<file path="config.mk">
export PLATFORM = sky130hd
export DESIGN_NAME = fir_stream_ctrl
export DESIGN_NICKNAME = d
export VERILOG_FILES = /design/src/rtl/fir_ctrl_pkg.sv /design/src/rtl/fir_timeout_timer.sv /design/src/rtl/fir_stream_ctrl.sv
export SDC_FILE = /design/constraint.sdc
export NUM_CORES = 1
export LEC_CHECK = 0
export CAP_MARGIN = 20
export CORE_MARGIN = 4
export CORE_UTILIZATION = 29
export DETAILED_ROUTE_END_ITERATION = 8
export GPL_ROUTABILITY_DRIVEN = 0
export PLACE_DENSITY_LB_ADDON = 0.1
export SYNTH_ARGS = -nofsm -noshare
export SYNTH_HDL_FRONTEND = slang
export SYNTH_SLANG_ARGS = --single-unit
</file>
<file path="constraint.sdc">
create_clock -name clk -period 6.1 [get_ports clk]
set_clock_uncertainty 0.1 [all_clocks]
set_input_delay 0.915 -clock clk [delete_from_list [all_inputs] [get_ports clk]]
set_output_delay 0.915 -clock clk [all_outputs]
set_load 0.05 [all_outputs]
</file>
<file path="src/rtl/fir_ctrl_pkg.sv">
// Shared types and default widths for the FIR stream controller.
// The state enum is shared so the top and any debug logic agree on encodings.
package fir_ctrl_pkg;

    localparam int INPUT_W  = 16;
    localparam int OUTPUT_W = 38;
    localparam int COUNT_W  = 18;

    typedef enum logic [2:0] {
        IDLE,
        FETCH,
        ISSUE,
        WAIT,
        EMIT,
        DONE
    } fir_ctrl_state_t;

endpackage

</file>
<file path="src/rtl/fir_timeout_timer.sv">
// Saturating cycle counter with synchronous clear and enable.
// `expired` flags the enabled cycle on which the count reaches LIMIT.
module fir_timeout_timer #(
    parameter int LIMIT = 63,
    localparam int W    = $clog2(LIMIT + 1)
) (
    input  logic clk,
    input  logic rst,
    input  logic clear,
    input  logic enable,
    output logic expired
);

    logic [W-1:0] count_reg;

    always_ff @(posedge clk) begin
        if (rst || clear) begin
            count_reg <= '0;
        end else if (enable && (count_reg != W'(LIMIT))) begin
            count_reg <= count_reg + 1'b1;
        end
    end

    assign expired = enable && (count_reg == W'(LIMIT - 1));

endmodule

</file>
<file path="src/rtl/fir_stream_ctrl.sv">
// Frame sequencer around the FIR core: fetch one sample, issue it, wait for
// the result (with timeout), forward it downstream, repeat for the frame.
module fir_stream_ctrl
    import fir_ctrl_pkg::*;
#(
    parameter int InputWidth    = INPUT_W,
    parameter int OutputWidth   = OUTPUT_W,
    parameter int CountWidth    = COUNT_W,
    parameter int TimeoutCycles = 64
) (
    input  logic                   clk,
    input  logic                   rst,
    input  logic                   start,
    input  logic [CountWidth-1:0]  sampleCount,
    input  logic                   s_valid,
    output logic                   s_ready,
    input  logic [InputWidth-1:0]  s_data,
    output logic                   fir_inputValid,
    output logic [InputWidth-1:0]  fir_input,
    input  logic                   fir_outputValid,
    input  logic [OutputWidth-1:0] fir_output,
    output logic                   m_valid,
    input  logic                   m_ready,
    output logic [OutputWidth-1:0] m_data,
    output logic                   m_last,
    output logic                   busy,
    output logic                   done,
    output logic                   timeoutErr
);

    fir_ctrl_state_t state_reg, state_next;

    logic [CountWidth-1:0]  count_reg;
    logic [CountWidth-1:0]  index_reg;
    logic [InputWidth-1:0]  sample_reg;
    logic [OutputWidth-1:0] m_data_reg;
    logic                   timeout_err_reg;
    logic                   timer_expired;
    logic                   last_sample;

    // The ISSUE cycle itself is the first of the TimeoutCycles, so the timer
    // (cleared in ISSUE, counting in WAIT) fires one count earlier.
    fir_timeout_timer #(
        .LIMIT (TimeoutCycles - 1)
    ) u_timer (
        .clk     (clk),
        .rst     (rst),
        .clear   (state_reg == ISSUE),
        .enable  (state_reg == WAIT),
        .expired (timer_expired)
    );

    assign last_sample = (index_reg == count_reg - 1'b1);

    always_comb begin
        state_next = state_reg;
        case (state_reg)
            IDLE:  if (start) state_next = (sampleCount != '0) ? FETCH : DONE;
            FETCH: if (s_valid) state_next = ISSUE;
            ISSUE: state_next = WAIT;
            WAIT: begin
                if (fir_outputValid) state_next = EMIT;
                else if (timer_expired) state_next = DONE;
            end
            EMIT:  if (m_ready) state_next = last_sample ? DONE : FETCH;
            DONE:  state_next = IDLE;
            default: state_next = IDLE;
        endcase
    end

    always_ff @(posedge clk) begin
        if (rst) begin
            state_reg       <= IDLE;
            count_reg       <= '0;
            index_reg       <= '0;
            sample_reg      <= '0;
            m_data_reg      <= '0;
            timeout_err_reg <= 1'b0;
        end else begin
            state_reg <= state_next;
            if (state_reg == IDLE && start) begin
                count_reg       <= sampleCount;
                index_reg       <= '0;
                timeout_err_reg <= 1'b0;
            end
            if (state_reg == FETCH && s_valid) sample_reg <= s_data;
            if (state_reg == WAIT) begin
                if (fir_outputValid) m_data_reg <= fir_output;
                else if (timer_expired) timeout_err_reg <= 1'b1;
            end
            if (state_reg == EMIT && m_ready) index_reg <= index_reg + 1'b1;
        end
    end

    assign s_ready        = (state_reg == FETCH);
    assign fir_inputValid = (state_reg == ISSUE);
    assign fir_input      = sample_reg;
    assign m_valid        = (state_reg == EMIT);
    assign m_data         = m_data_reg;
    assign m_last         = (state_reg == EMIT) && last_sample;
    assign busy           = (state_reg != IDLE);
    assign done           = (state_reg == DONE);
    assign timeoutErr     = timeout_err_reg;

endmodule

</file>
=== Yosys cells after proc, flatten, opt, wreduce, memory -nomap -nowiden ===
Cells that the tools add are included.

* Add/sub/neg operators: 3
* Eq/ne operators: 12
* Mux-type cells: 14
* Reductions and logical operators: 13

{| class="wikitable"
|+ Operator list
! cell !! number
|-
| two-way mux 18 bit || 2
|-
| two-way mux 3 bit || 7
|-
| adder 18 x 1 -> 18 bit (second input constant) || 1
|-
| equality test 18 bit || 1
|-
| nonzero test 18 bit || 1
|-
| subtractor 18 x 1 -> 18 bit (second input constant) || 1
|-
| case mux 3 bit (5 select lines) || 1
|-
| adder 6 x 1 -> 6 bit (second input constant) || 1
|-
| equality test 3 x 2 -> 1 bit (second input constant) || 2
|-
| equality test 3 bit (second input constant) || 2
|-
| equality test 6 bit (second input constant) || 1
|-
| logical AND 1 bit || 6
|-
| != test 6 bit (second input constant) || 1
|-
| two-way mux 1 bit || 4
|-
| != test 2 bit (second input constant) || 2
|-
| AND reduction 4 bit || 1
|-
| equality test 3 x 1 -> 1 bit (second input constant) || 1
|-
| logical NOT 3 bit || 1
|-
| != test 3 bit (second input constant) || 1
|-
| nonzero test 3 bit || 1
|-
| != test 2 x 1 -> 1 bit (second input constant) || 1
|-
| AND reduction 2 bit || 1
|-
| nonzero test 2 bit || 1
|-
| logical OR 1 bit || 1
|}

* Bits in registers: 100
* Input port bits: 78

=== Logic depth before layout (Yosys ltp) ===
* Depth in word-level cells: 6
* Gate-level depth with buffers: 11

=== By module ===
A second synthesis with hierarchy kept.

* Cells, all modules: 610
* Area, all modules: 4,644.5 um^2

{| class="wikitable"
|+ By module, submodules not included
! module !! times used !! cells each !! area each (um^2) !! seq. area each (um^2)
|-
| fir_stream_ctrl || 1 || 570 || 4,287.9 || 1,881.8
|-
| fir_timeout_timer || 1 || 40 || 356.6 || 120.1
|}

=== Worst setup path after synthesis ===
No wires, ideal clock.

* Kind: register -> output
* Start point: reg count_reg[0]
* End point: out m_last
* Arrival: 2.668 ns
* Required time: 5.085 ns
* Path slack: 2.417 ns
* Cell stages (with the launch flop): 11
* Path buffers: 2
* Cell sequence: dfxtp_1 buf_6 inv_1 ha_1 or3b_2 buf_2 nor4bb_1 o2111ai_1 nor4_1 o2111ai_1 nor3_2

* Longest elaborated chain between the ends: 3

{| class="wikitable"
|+ RTL lines
! what !! line !! source
|-
| from (decl) || fir_stream_ctrl.sv:33 || <nowiki>logic [CountWidth-1:0] count_reg;</nowiki>
|-
| from (signal assigned) || fir_stream_ctrl.sv:82 || <nowiki>count_reg <= sampleCount;</nowiki>
|-
| subtractor 18 x 1 -> 18 bit || fir_stream_ctrl.sv:53 || <nowiki>assign last_sample = (index_reg == count_reg - 1'b1);</nowiki>
|-
| equality test 18 bit || fir_stream_ctrl.sv:53 ||
|-
| logical AND 1 bit || fir_stream_ctrl.sv:100 || <nowiki>assign m_last = (state_reg == EMIT) && last_sample;</nowiki>
|-
| to (decl) || fir_stream_ctrl.sv:25 || <nowiki>output logic m_last,</nowiki>
|}

Every way passes these cells.

=== Final worst setup path ===
Same ends and word-level chain as after synthesis.

==> impl_metrics.yaml <==
status:
  outcome: "complete, no violations"
sta:
  tightest_slew_ns: 0.849
  finalSetupViolations: 0
  totalNegativeSetupSlack_ns: 0
  slew_viol_final: 0
  post-route-min-period_ns: 4.69
  worst_slack_ns: 1.41
  timing.slew.headroom: 0.434
  final.period_utilization: 0.769
  grt_setup_unrepaired: "no"
  timing.fmax_mhz: 213
  final-hold-violation-count: 0
finish:
  final_core_utilization: 0.422
  layout-drive-gt1-share: 0.0566
  layout_common_cells: "nand2_1, clkdlybuf4s50_1, dfxtp_1"
  number_of_nets_in_the_layout: 802
  final_common_cell: "nand2_1"
  largest_register_ff_count: 38
  n_antenna_cell: 0
  layout-area-overhead-vs-synth_pct: 40.3
clocking:
  cts_num_sinks: 100
  numCtsBuffers: 9
  cts_tree: "yes"
  cts-htree-levels: 3
  clk_latency_ns: 0.35
  cts.clk_slew.worst_paths_ns: 0.07
  cts_root_buf: "clkbuf_16"
  post_cts_resize_count: 0
  postCtsHoldBufs: 0
  clock_path_buffers: 2
  cts_post_setup_buffers_inserted: 0
power_and_ir_drop:
  finalPower_mw: 1.64
  irDropWorstVdd_mv: 0.139
  p_leak_nw: 2.22
  cellPowerDensity_nw_per_um2: 251
synthesis:
  netlist_instances: 602
  syn_avg_cell_area_sq_um: 7.70
  post_synth_num_cell_types: 58
  syn_area_sq_um: 4640
  edff_count_synth: 0
  seq_total_area_yosys: 0.432
  cell_type_with_the_largest_total_area_after_synthesis: "dfxtp_1"
  postSynthRegisterBits: 100
  post_synth_main_area_contributors: "dfxtp_1, nand2_1, a21oi_1"
  ys_async_sr_fraction: 0
  yosys_most_used_dff: "dfxtp_1"
  area_share_of_the_leading_cell_type_in_the_synthesized_netlist: 0.432
  synth_fp_nets: 684
  ys.warnings.count: 0
die:
  floorplan.io_pins: 139
  rows: 45
  initial_utilization: 0.301
  fp.dieArea_sq_um: 18100
  die_width_um: 134
  core_area_sq_um: 15400
  die_height_um: 134
placement:
  port_buffers: 138
  dpl_worst_slack_ns: 1.80
  sum_of_net_half_perimeters_after_detailed_placement_um: 10000
hold_path:
  worst_hold_path.num_cells: 2
  hp_class: "register to register"
  whs_endpoint: "m_data[4]"
  hp-start: "m_data[4]"
detailed_routing:
  number_of_nets_still_failing_antenna_checks_after_routing: 0
  drt-wirelength-per-cell_um: 14.9
  drt_first_pass_iters: 4
  drt_wl_total_um: 13900
  avgViaCountPerCell: 4.76
  post-route-drc-count: 0
  route.vias.total: 4451
  drt_iter0_drc: 246
global_routing:
  met1_global_route_usage: 0.186
  grt_pass1_vias: 4323
  grt_use_met3: 0.0782
  grt_busiest_layer: "met2"
  grt_usage: 0.155
  grt_antenna_before_repair: 0
  grt_max_degree: 78
  first_pass_grt_wire_length_um: 22300
  use_met2: 0.248
  gr-total-overflow: 0
critical_path:
  worstSetupEndpointType: "primary output"
  worst_setup_path_start_kind: "register"
  timing.reg2reg.setup_slack_ns: 3.24
  worstSetupPathType: "register to primary output"
  worst-endpoint-arrival_ns: 3.67
  critical_path_peak_fanout: 9
  crit_required_ns: 5.08
  critical_path.reg2reg.startpoint: "count_reg[0]"
  rr_endpoint: "state_reg[2]"
  r2r_cells: 9
job:
  drv.max_cap_violation_count: 0
[critical path: stages, from the launching register on]
cell and delay [ns]:
dfxtp_1 0.39, inv_1 0.09, ha_1 0.22, or3b_2 0.57, nor4bb_1 0.30, o2111ai_1 0.13
nor4_1 0.22, o2111ai_1 0.20, nor3_2 0.35, clkdlybuf4s50_1 0.86
[synthesized netlist by cell type, types with 5 or more instances]
| master | count |
|---|---|
| a211oi_1 | 6 |
| a21oi_1 | 92 |
| and3_1 | 6 |
| buf_2 | 5 |
| clkbuf_1 | 28 |
| dfxtp_1 | 100 |
| inv_1 | 11 |
| nand2_1 | 166 |
| nand3_1 | 16 |
| nand4_1 | 5 |
| nor2_1 | 38 |
| nor3_1 | 11 |
| nor4_1 | 7 |
| o21ai_0 | 11 |
| xnor2_1 | 14 |
| xor2_1 | 11 |
[cells by family after synthesis]
logic type / count (synthesis) / synth area share
AND/OR/NAND/NOR: 287 / 0.294
AO/OA/AOI/OAI: 132 / 0.161
flip-flops: 100 / 0.432
buffers and inverters: 49 / 0.0445
XOR/XNOR: 25 / 0.0472
multiplexers: 5 / 0.0113
adder cells (fa/ha/maj): 4 / 0.0108
[worst max path at each step]
stage          endpoint         start  depth (start not counted)
2_1_floorplan    m_last  count_reg[0]                         10
3_3_place_gp     m_last  count_reg[0]                          9
3_5_place_dp     m_last  count_reg[0]                          9
4_1_cts          m_last  count_reg[0]                          9
5_1_grt          m_last  count_reg[0]                          9
6_report         m_last  count_reg[0]                          9
[metrics by stage]
step,hold slack (ns),cell area (sq um),instances
floorplan,0.348,4640,602
global placement,0.341,6150,918
detailed placement,0.348,6150,918
CTS,0.360,6470,934
global route,0.374,6510,936
finish,0.357,6510,936
[layout make-up]
class	instances	area, sq um
Fill cell	1630	8920
Multi-Input combinational cell	453	2430
Sequential cell	100	2000
Timing Repair Buffer	143	1440
Tap cell	211	264
Clock buffer	11	253
Clock inverter	5	66.3
Inverter	13	50.0
[power breakdown]
group | internal [mW] | switching, mW
registers | 0.675 | 0.0294
clock network | 0.347 | 0.271
logic | 0.139 | 0.176
[per-layer routing]
| layer | share of wire | wire length, um |
|---|---|---|
| met1 | 0.43 | 5960 |
| met2 | 0.47 | 6480 |
| met3 | 0.096 | 1340 |
| met4 | 0.010 | 141 |
| met5 | 0 | 0 |
Note: power is estimated with default switching activity, not from simulation.
